--- config.mk ---
export PLATFORM = sky130hd
export DESIGN_NAME = pixel_coord_gen
export DESIGN_NICKNAME = d
export VERILOG_FILES = /design/src/rtl/pixel_coord_gen.sv
export SDC_FILE = /design/constraint.sdc
export NUM_CORES = 1
export LEC_CHECK = 0
export ABC_AREA = 1
export CORE_MARGIN = 2
export CORE_UTILIZATION = 35
export CTS_BUF_LIST = sky130_fd_sc_hd__clkbuf_8
export DETAILED_ROUTE_END_ITERATION = 12
export SYNTH_ARGS = -nofsm -noshare
export SYNTH_HDL_FRONTEND = slang
export SYNTH_SLANG_ARGS = --single-unit
--- constraint.sdc ---
create_clock -name clk -period 1.75 [get_ports clk]
set_input_delay 0.2625 -clock clk [delete_from_list [all_inputs] [get_ports clk]]
set_output_delay 0.2625 -clock clk [all_outputs]
set_load 0.1 [all_outputs]
--- src/rtl/pixel_coord_gen.sv ---
// Raster x/y/enable generator from camera vsync/data-valid, pixel data aligned.
// Optional geometry checker: define PIXEL_COORD_GEN_FRAME_ERR_EN.
module pixel_coord_gen #(
  parameter int H_ACTIVE = 640,
  parameter int V_ACTIVE = 480,
  parameter int PIX_W    = 8
) (
  input  logic             clk,
  input  logic             reset,
  input  logic             vs_in,
  input  logic             de_in,
  input  logic [PIX_W-1:0] pix_in,
  output logic [10:0]      gr_x,
  output logic [9:0]       gr_y,
  output logic             en,
  output logic [PIX_W-1:0] pix_out,
  output logic             sof,
  output logic [15:0]      frame_cnt,
  output logic             frame_err
);

  localparam int XW = 11;
  localparam int YW = 10;
  localparam logic [XW-1:0] H_X = XW'(H_ACTIVE);
  localparam logic [YW-1:0] V_Y = YW'(V_ACTIVE);

  typedef enum logic [1:0] {
    S_WAIT,
    S_SYNC,
    S_ACTIVE
  } state_e;

  state_e          state_q;
  logic            vs_q;
  logic            de_q;
  logic            first_q;
  logic [XW-1:0]   x_cnt_q;
  logic [YW-1:0]   y_cnt_q;
  logic [XW-1:0]   gx_q;
  logic [YW-1:0]   gy_q;
  logic            en_q;
  logic            sof_q;
  logic [PIX_W-1:0] pix_q;
  logic [15:0]     fcnt_q;

  logic vs_rise;
  logic de_fall;
  logic active;
  logic en_d;
  logic line_end;

  always_comb begin
    vs_rise  = vs_in & ~vs_q;
    de_fall  = ~de_in & de_q;
    active   = (state_q == S_ACTIVE);
    en_d     = active & ~vs_rise & de_in &
               (x_cnt_q < H_X) & (y_cnt_q < V_Y);
    // a fall only closes a line that actually counted pixels in ACTIVE
    line_end = active & ~vs_rise & de_fall & (x_cnt_q != '0);
  end

  always_ff @(posedge clk or negedge reset) begin
    if (!reset) begin
      state_q <= S_WAIT;
      vs_q    <= 1'b0;
      de_q    <= 1'b0;
      first_q <= 1'b0;
      x_cnt_q <= '0;
      y_cnt_q <= '0;
      gx_q    <= '0;
      gy_q    <= '0;
      en_q    <= 1'b0;
      sof_q   <= 1'b0;
      pix_q   <= '0;
      fcnt_q  <= '0;
    end else begin
      vs_q  <= vs_in;
      de_q  <= de_in;
      pix_q <= pix_in;
      en_q  <= en_d;
      sof_q <= en_d & first_q;
      if (en_d) begin
        gx_q    <= x_cnt_q;
        gy_q    <= y_cnt_q;
        first_q <= 1'b0;
      end
      if (vs_rise)
        fcnt_q <= fcnt_q + 16'd1;
      unique case (state_q)
        S_WAIT: begin
          if (vs_rise)
            state_q <= S_SYNC;
        end
        S_SYNC: begin
          x_cnt_q <= '0;
          y_cnt_q <= '0;
          first_q <= 1'b1;
          if (!vs_in)
            state_q <= S_ACTIVE;
        end
        S_ACTIVE: begin
          if (vs_rise) begin
            state_q <= S_SYNC;
          end else if (line_end) begin
            x_cnt_q <= '0;
            if (y_cnt_q < V_Y)
              y_cnt_q <= y_cnt_q + YW'(1);
          end else if (de_in && (x_cnt_q < H_X)) begin
            x_cnt_q <= x_cnt_q + XW'(1);
          end
        end
        default: state_q <= S_WAIT;
      endcase
    end
  end

`ifdef PIXEL_COORD_GEN_FRAME_ERR_EN
  logic line_err_q;
  logic x_ovf_q;
  logic ferr_q;

  // x_cnt saturates at H_ACTIVE, so over-long lines need their own flag
  always_ff @(posedge clk or negedge reset) begin
    if (!reset) begin
      line_err_q <= 1'b0;
      x_ovf_q    <= 1'b0;
      ferr_q     <= 1'b0;
    end else if (active) begin
      if (vs_rise) begin
        ferr_q     <= line_err_q | (y_cnt_q != V_Y);
        line_err_q <= 1'b0;
        x_ovf_q    <= 1'b0;
      end else if (line_end) begin
        if ((x_cnt_q != H_X) || x_ovf_q)
          line_err_q <= 1'b1;
        x_ovf_q <= 1'b0;
      end else if (de_in && (x_cnt_q == H_X)) begin
        x_ovf_q <= 1'b1;
      end
    end else begin
      x_ovf_q <= 1'b0;
    end
  end

  assign frame_err = ferr_q;
`else
  assign frame_err = 1'b0;
`endif

  assign gr_x      = gx_q;
  assign gr_y      = gy_q;
  assign en        = en_q;
  assign pix_out   = pix_q;
  assign sof       = sof_q;
  assign frame_cnt = fcnt_q;

endmodule

# == Word-level counts from Yosys, hierarchy flattened ==
# Cells that the tools add are included.
# Widths: inputs -> output; s select.
# classes
addsub,3
mul,0
div,0
n_lt_le_gt_ge,2
eq_ne,8
n_shift,0
muxes,13
bitwise,12
reduce_logical,9
# ops
operator,n
$mux 11,3
$mux 10,3
$pmux 11 s2,1
$pmux 10 s2,1
$add 16x1->16 const B,1
$add 11x1->11 const B,1
$lt 11x10->1 const B,1
$reduce_bool 11->1,1
$add 10x1->10 const B,1
$lt 10x9->1 const B,1
$and 1x1->1,9
$ne 2x1->1 const B,3
$mux 2,2
$ne 2x2->1 const B,2
$pmux 2 s2,1
$reduce_and 4->1,1
$reduce_bool 2->1,2
$ne 3x1->1 const B,1
$not 1->1,3
$reduce_and 3->1,1
$eq 2x1->1 const B,1
$eq 2x2->1 const B,1
$logic_not 2->1,1
$mux 1,2
other kinds (3),3
# word_totals
register_bits,73
latchBits,0
ramBits,0
romBits,0
input_bits,12
output_inout_bits,48
wordCells,59
mem_count,0

# == Depth between registers and ports, before layout ==
# depth
word_depth,9
mapped_depth,10
depth_no_buf,10

# == Worst setup path after synthesis ==
# No wires, ideal clock.
# synth_timing
path_kind,register to register
start,"register fcnt_q[0], in the netlist frame_cnt[0]"
end,"register fcnt_q[12], in the netlist frame_cnt[12]"
setup_time_ps,126
arrival_time_ps,1941
required_ps,1624
setup_slack_ps,-316
path_stages_with_launch,9
path_buffers,0
synth_period_minus_slack_ps,2066
cell_sequence,dfrtp_1 > ha_1 > inv_1 > nor2_4 > nand2_1 > nor2_1 > nand3b_1 > o21ai_1 > nand2_1
# synth_via
elab_chain_cells,1
# synth_rtl
element,line,text
start: declaration,44,logic [15:0] fcnt_q;
start signal: assignment,88,fcnt_q <= fcnt_q + 16'd1;
$add 16x1->16,88,
# Every way passes these cells.
# A chain may end at the register's enable or synchronous reset.

# == Final worst setup path ==
# layout_timing
start,register x_cnt_q[0]
end,register y_cnt_q[7]
# layout_via
elab_chain_cells,4
# layout_rtl
element,line,text
start: declaration,37,logic [XW-1:0] x_cnt_q;
start signal: assignment,109,x_cnt_q <= x_cnt_q + XW'(1);
$reduce_bool 11->1,59,line_end = active & ~vs_rise & de_fall & (x_cnt_q != '0);
$and 1x1->1,59,
$ne 2x1->1 (no source line),-,
$reduce_and 4->1 (no source line),-,
end signal: assignment,107,y_cnt_q <= y_cnt_q + YW'(1);
end: declaration,38,logic [YW-1:0] y_cnt_q;
# Every way passes these cells.

==> summary.md <==
| Metric | Value |
|---|---|
| Final period util | `around 90%` |
| Worst Setup End Kind | `flop` |
| Max Cap Viol | `0` |
| Port Buffers | `58` |
| GPL Wtd Cong | `between 0.8 and 0.9` |
| Fin. Hold Viols | `0` |
| Inst Count DP | `605` |
| CP max stage delay | `410 ps` |
| Clock sink total | `73` |
| Syn Inst Count | `between 400 and 500` |
| DR WL/cell | `12.04 um` |
| Area growth syn-to-layout | `39.64%` |
| Post-DP HPWL | `roughly 5400 um` |
| Setup Fix Bufs, Post-CTS | `0` |
| Crit path time final | `around 1600 ps` |
| Clk_lat worst skew | `between 300 and 400 ps` |
| Post-synth cell types | `29` |
| CTS root buf | `clkbuf_8` |
| Worst Path Arrival | `~1900 ps` |
| TritonCTS Buffers | `9` |
| Crit-path max FO | `9` |
| Crit path required time | `roughly 2000 ps` |
| Total power | `between 6 and 7 mW` |
| CP Cell Sequence | `inv_1, ha_1, inv_1, nor2_1, nand2_1, o21bai_2, nand2_4, buf_4, nand4_1, nand2_1` |
| Flops & latches, synth | `73` |
| Worst hold path class | `in2reg` |
| Worst Clk Skew | `10.71 ps` |
| Cell Pwr Density | `between 1000 and 1500 mW/mm2` |
| Total wire length | `7486 um` |
| Syn Area/Cell | `approximately 8.6 um2` |
| Critical path launch point type | `flop` |
| GRT Residual Overflow | `0` |
| Slew Viols, Final | `0` |
| RSZ-0062 raised after global routing | `no` |
| Pleak | `roughly 2.4 nW` |
| Mapped cell area | `between 0.003 and 0.004 mm2` |
| Cell row count | `36` |
| Worst path slowest cell | `dfrtp_1` |
| Final Non-Filler Cells | `622` |
| CP Buf/Inv Count | `3` |
| Gr usage total | `between 10 and 15%` |
| Drt first-iter violations | `95` |
| Hold WS | `341.6 ps` |
| Max Root-Sink Buffers | `2` |
| Setup CP Type | `reg2reg` |
| Initial DRT Pass Iterations | `4` |
| Setup violators final | `0` |
| Fmax | `~620 MHz` |
| Die Height | `104.5 um` |
| Die Area | `roughly 0.011 mm2` |
| Top-level I/O count | `60` |
| Antenna cells | `0` |
| Core area | `about 0.01 mm2` |
| Starting density of the core | `about 36%` |
| Final Net Count | `504` |
| Share of layout cells above drive strength 1 | `about a fifth` |
| Syn_nets | `433` |
| Top Family by Delay on Critical Path | `simple AND/OR/NAND/NOR gates` |
| Initial antenna violation count | `0` |
| Peak VDD IR | `approximately 0.001 V` |
| Antenna Nets Post-Route | `0` |
| Fillcell total | `roughly 910` |
| Via/cell ratio | `4.484` |
| Vias in the first global route | `around 2800` |
| Chip Width | `between 100 and 150 um` |
| Status | `completed` |
| Clock-pin slew on the worst setup and hold paths | `~80 ps` |
| Global-route wire length before repair | `around 13000 um` |
| H-tree depth | `3` |
| Vias | `about 2800` |
| Ys Warns | `0` |
| Register area share after synthesis | `between 50 and 60%` |
| Largest net degree at the start of global routing | `49` |
| DR DRC count | `0` |
| CTS tree | `done` |
[power by group]
group | switching, mW | total [mW] | internal, mW
Sequential | 0.224 | 2.10 | 1.87
Combinational | 1.79 | 2.68 | 0.890
Clock | 0.656 | 1.46 | 0.805
Total | 2.67 | 6.24 | 3.57
[cells in the mapped netlist]
master    instances  share of area, %
nand2_4           5               1.6
xnor2_1           4              0.99
inv_2             2              0.21
buf_2             3              0.42
buf_6             2              0.64
o21ai_0           6              0.85
inv_4             2              0.35
nand2_2           1              0.18
a21oi_1           4              0.57
dfrtp_1          73                52
nor2_1           37               3.9
conb_1            1              0.11
nor3_1            6              0.85
nor3_2            1              0.28
nand3_4           1              0.50
o21ai_1          13               1.8
o31ai_1           1              0.21
nand2_1         133                14
xor2_1           13               3.2
buf_4             6               1.3
o21ai_4           1              0.46
nor2_4            4               1.3
nand4_1          15               2.7
o21bai_2          2              0.64
ha_1              8               2.8
nand3_1          20               2.8
nand3b_1          1              0.21
inv_1            47               5.0
a21boi_1          1              0.21
[final cells by class]
cell class                 count  area, um2  share of cell area (%)
timing repair buffer          71       1086                   22.02
sequential                    73       1836                   37.21
multi-input combinational    278       1426                   28.92
clock inverter                 7      95.09                   1.928
clock buffer                   9      123.9                   2.511
tap                          133      166.4                   3.374
inverter                      51      198.9                   4.033
[cells by family (layout without fill, tap and decap cells)]
logic type	count (synthesis)	in the layout	share of synthesized area, %
AND/OR/NAND/NOR	224	224	28.45
adder cells (fa/ha/maj)	8	8	2.834
XOR/XNOR	17	17	4.215
buffers and inverters	62	138	7.899
flip-flops	73	73	51.72
AO/OA/AOI/OAI	28	28	4.782
other	1	1	0.1062
[routing by layer]
layer	share of wire, %	GRT usage (%)
met1	46	18.68
met2	47	23.20
met3	6.3	5.326
met4	1.0	4.054
met5	0	0
[stage by stage]
| stage | setup WS, ps | instance area [um2] | setup TNS (ps) | utilization, % |
|---|---|---|---|---|
| 6_report | 134.8 | 4932 | 0 | 50.46 |
| 5_1_grt | 2.390 | 4932 | 0 | 50.46 |
| 4_1_cts | 62.74 | 4930 | 0 | 50.44 |
| 3_5_place_dp | 27.19 | 4701 | 0 | 48.09 |
| 3_3_place_gp | 18.79 | 4701 | 0 | 48.09 |
| 2_1_floorplan | -8.498 | 3541 | -8.498 | - |
[sequential cells by signal, summed over array words and instances (netlist names)]
signal     flops
de_q           1
en             1
first_q        1
frame_cnt     16
gr_x          11
gr_y          10
pix_out        8
sof            1
state_q        2
vs_q           1
x_cnt_q       11
y_cnt_q       10
[placed cells by master (no fill, tap or decap), types with 10 or more instances in the layout]
cell / synthesis / layout
inv_1: 47 / 48
nand3_1: 20 / 20
nor2_1: 37 / 37
nand2_1: 133 / 133
buf_4: 6 / 18
buf_12: 0 / 42
xor2_1: 13 / 13
nand4_1: 15 / 15
o21ai_1: 13 / 13
dfrtp_1: 73 / 66
clkdlybuf4s50_1: 0 / 10
[path summary, 6_finish.rpt]
kind                       cells after the start              startpoint                  endpoint  slack, ps
min                                            1               pix_in[4]      pix_out[4]$_DFF_PN0_        340
min in group asynchronous                      2                   reset      pix_out[3]$_DFF_PN0_        350
max in group asynchronous                      3                   reset  frame_cnt[1]$_DFFE_PN0P_        810
min reg2reg                                    2  y_cnt_q[9]$_DFFE_PN0P_    y_cnt_q[9]$_DFFE_PN0P_        470
max reg2reg                                   10  x_cnt_q[0]$_DFFE_PN0P_    y_cnt_q[7]$_DFFE_PN0P_        130
max                                           10  x_cnt_q[0]$_DFFE_PN0P_    y_cnt_q[7]$_DFFE_PN0P_        130
[repair_timing]
action	CTS	global route
setup endpoints to repair	0	6
hold buffers	1	0
endpoints found under the hold margin	25	0
gates resized for setup	0	1
Note: power is estimated with default switching activity, not from simulation.
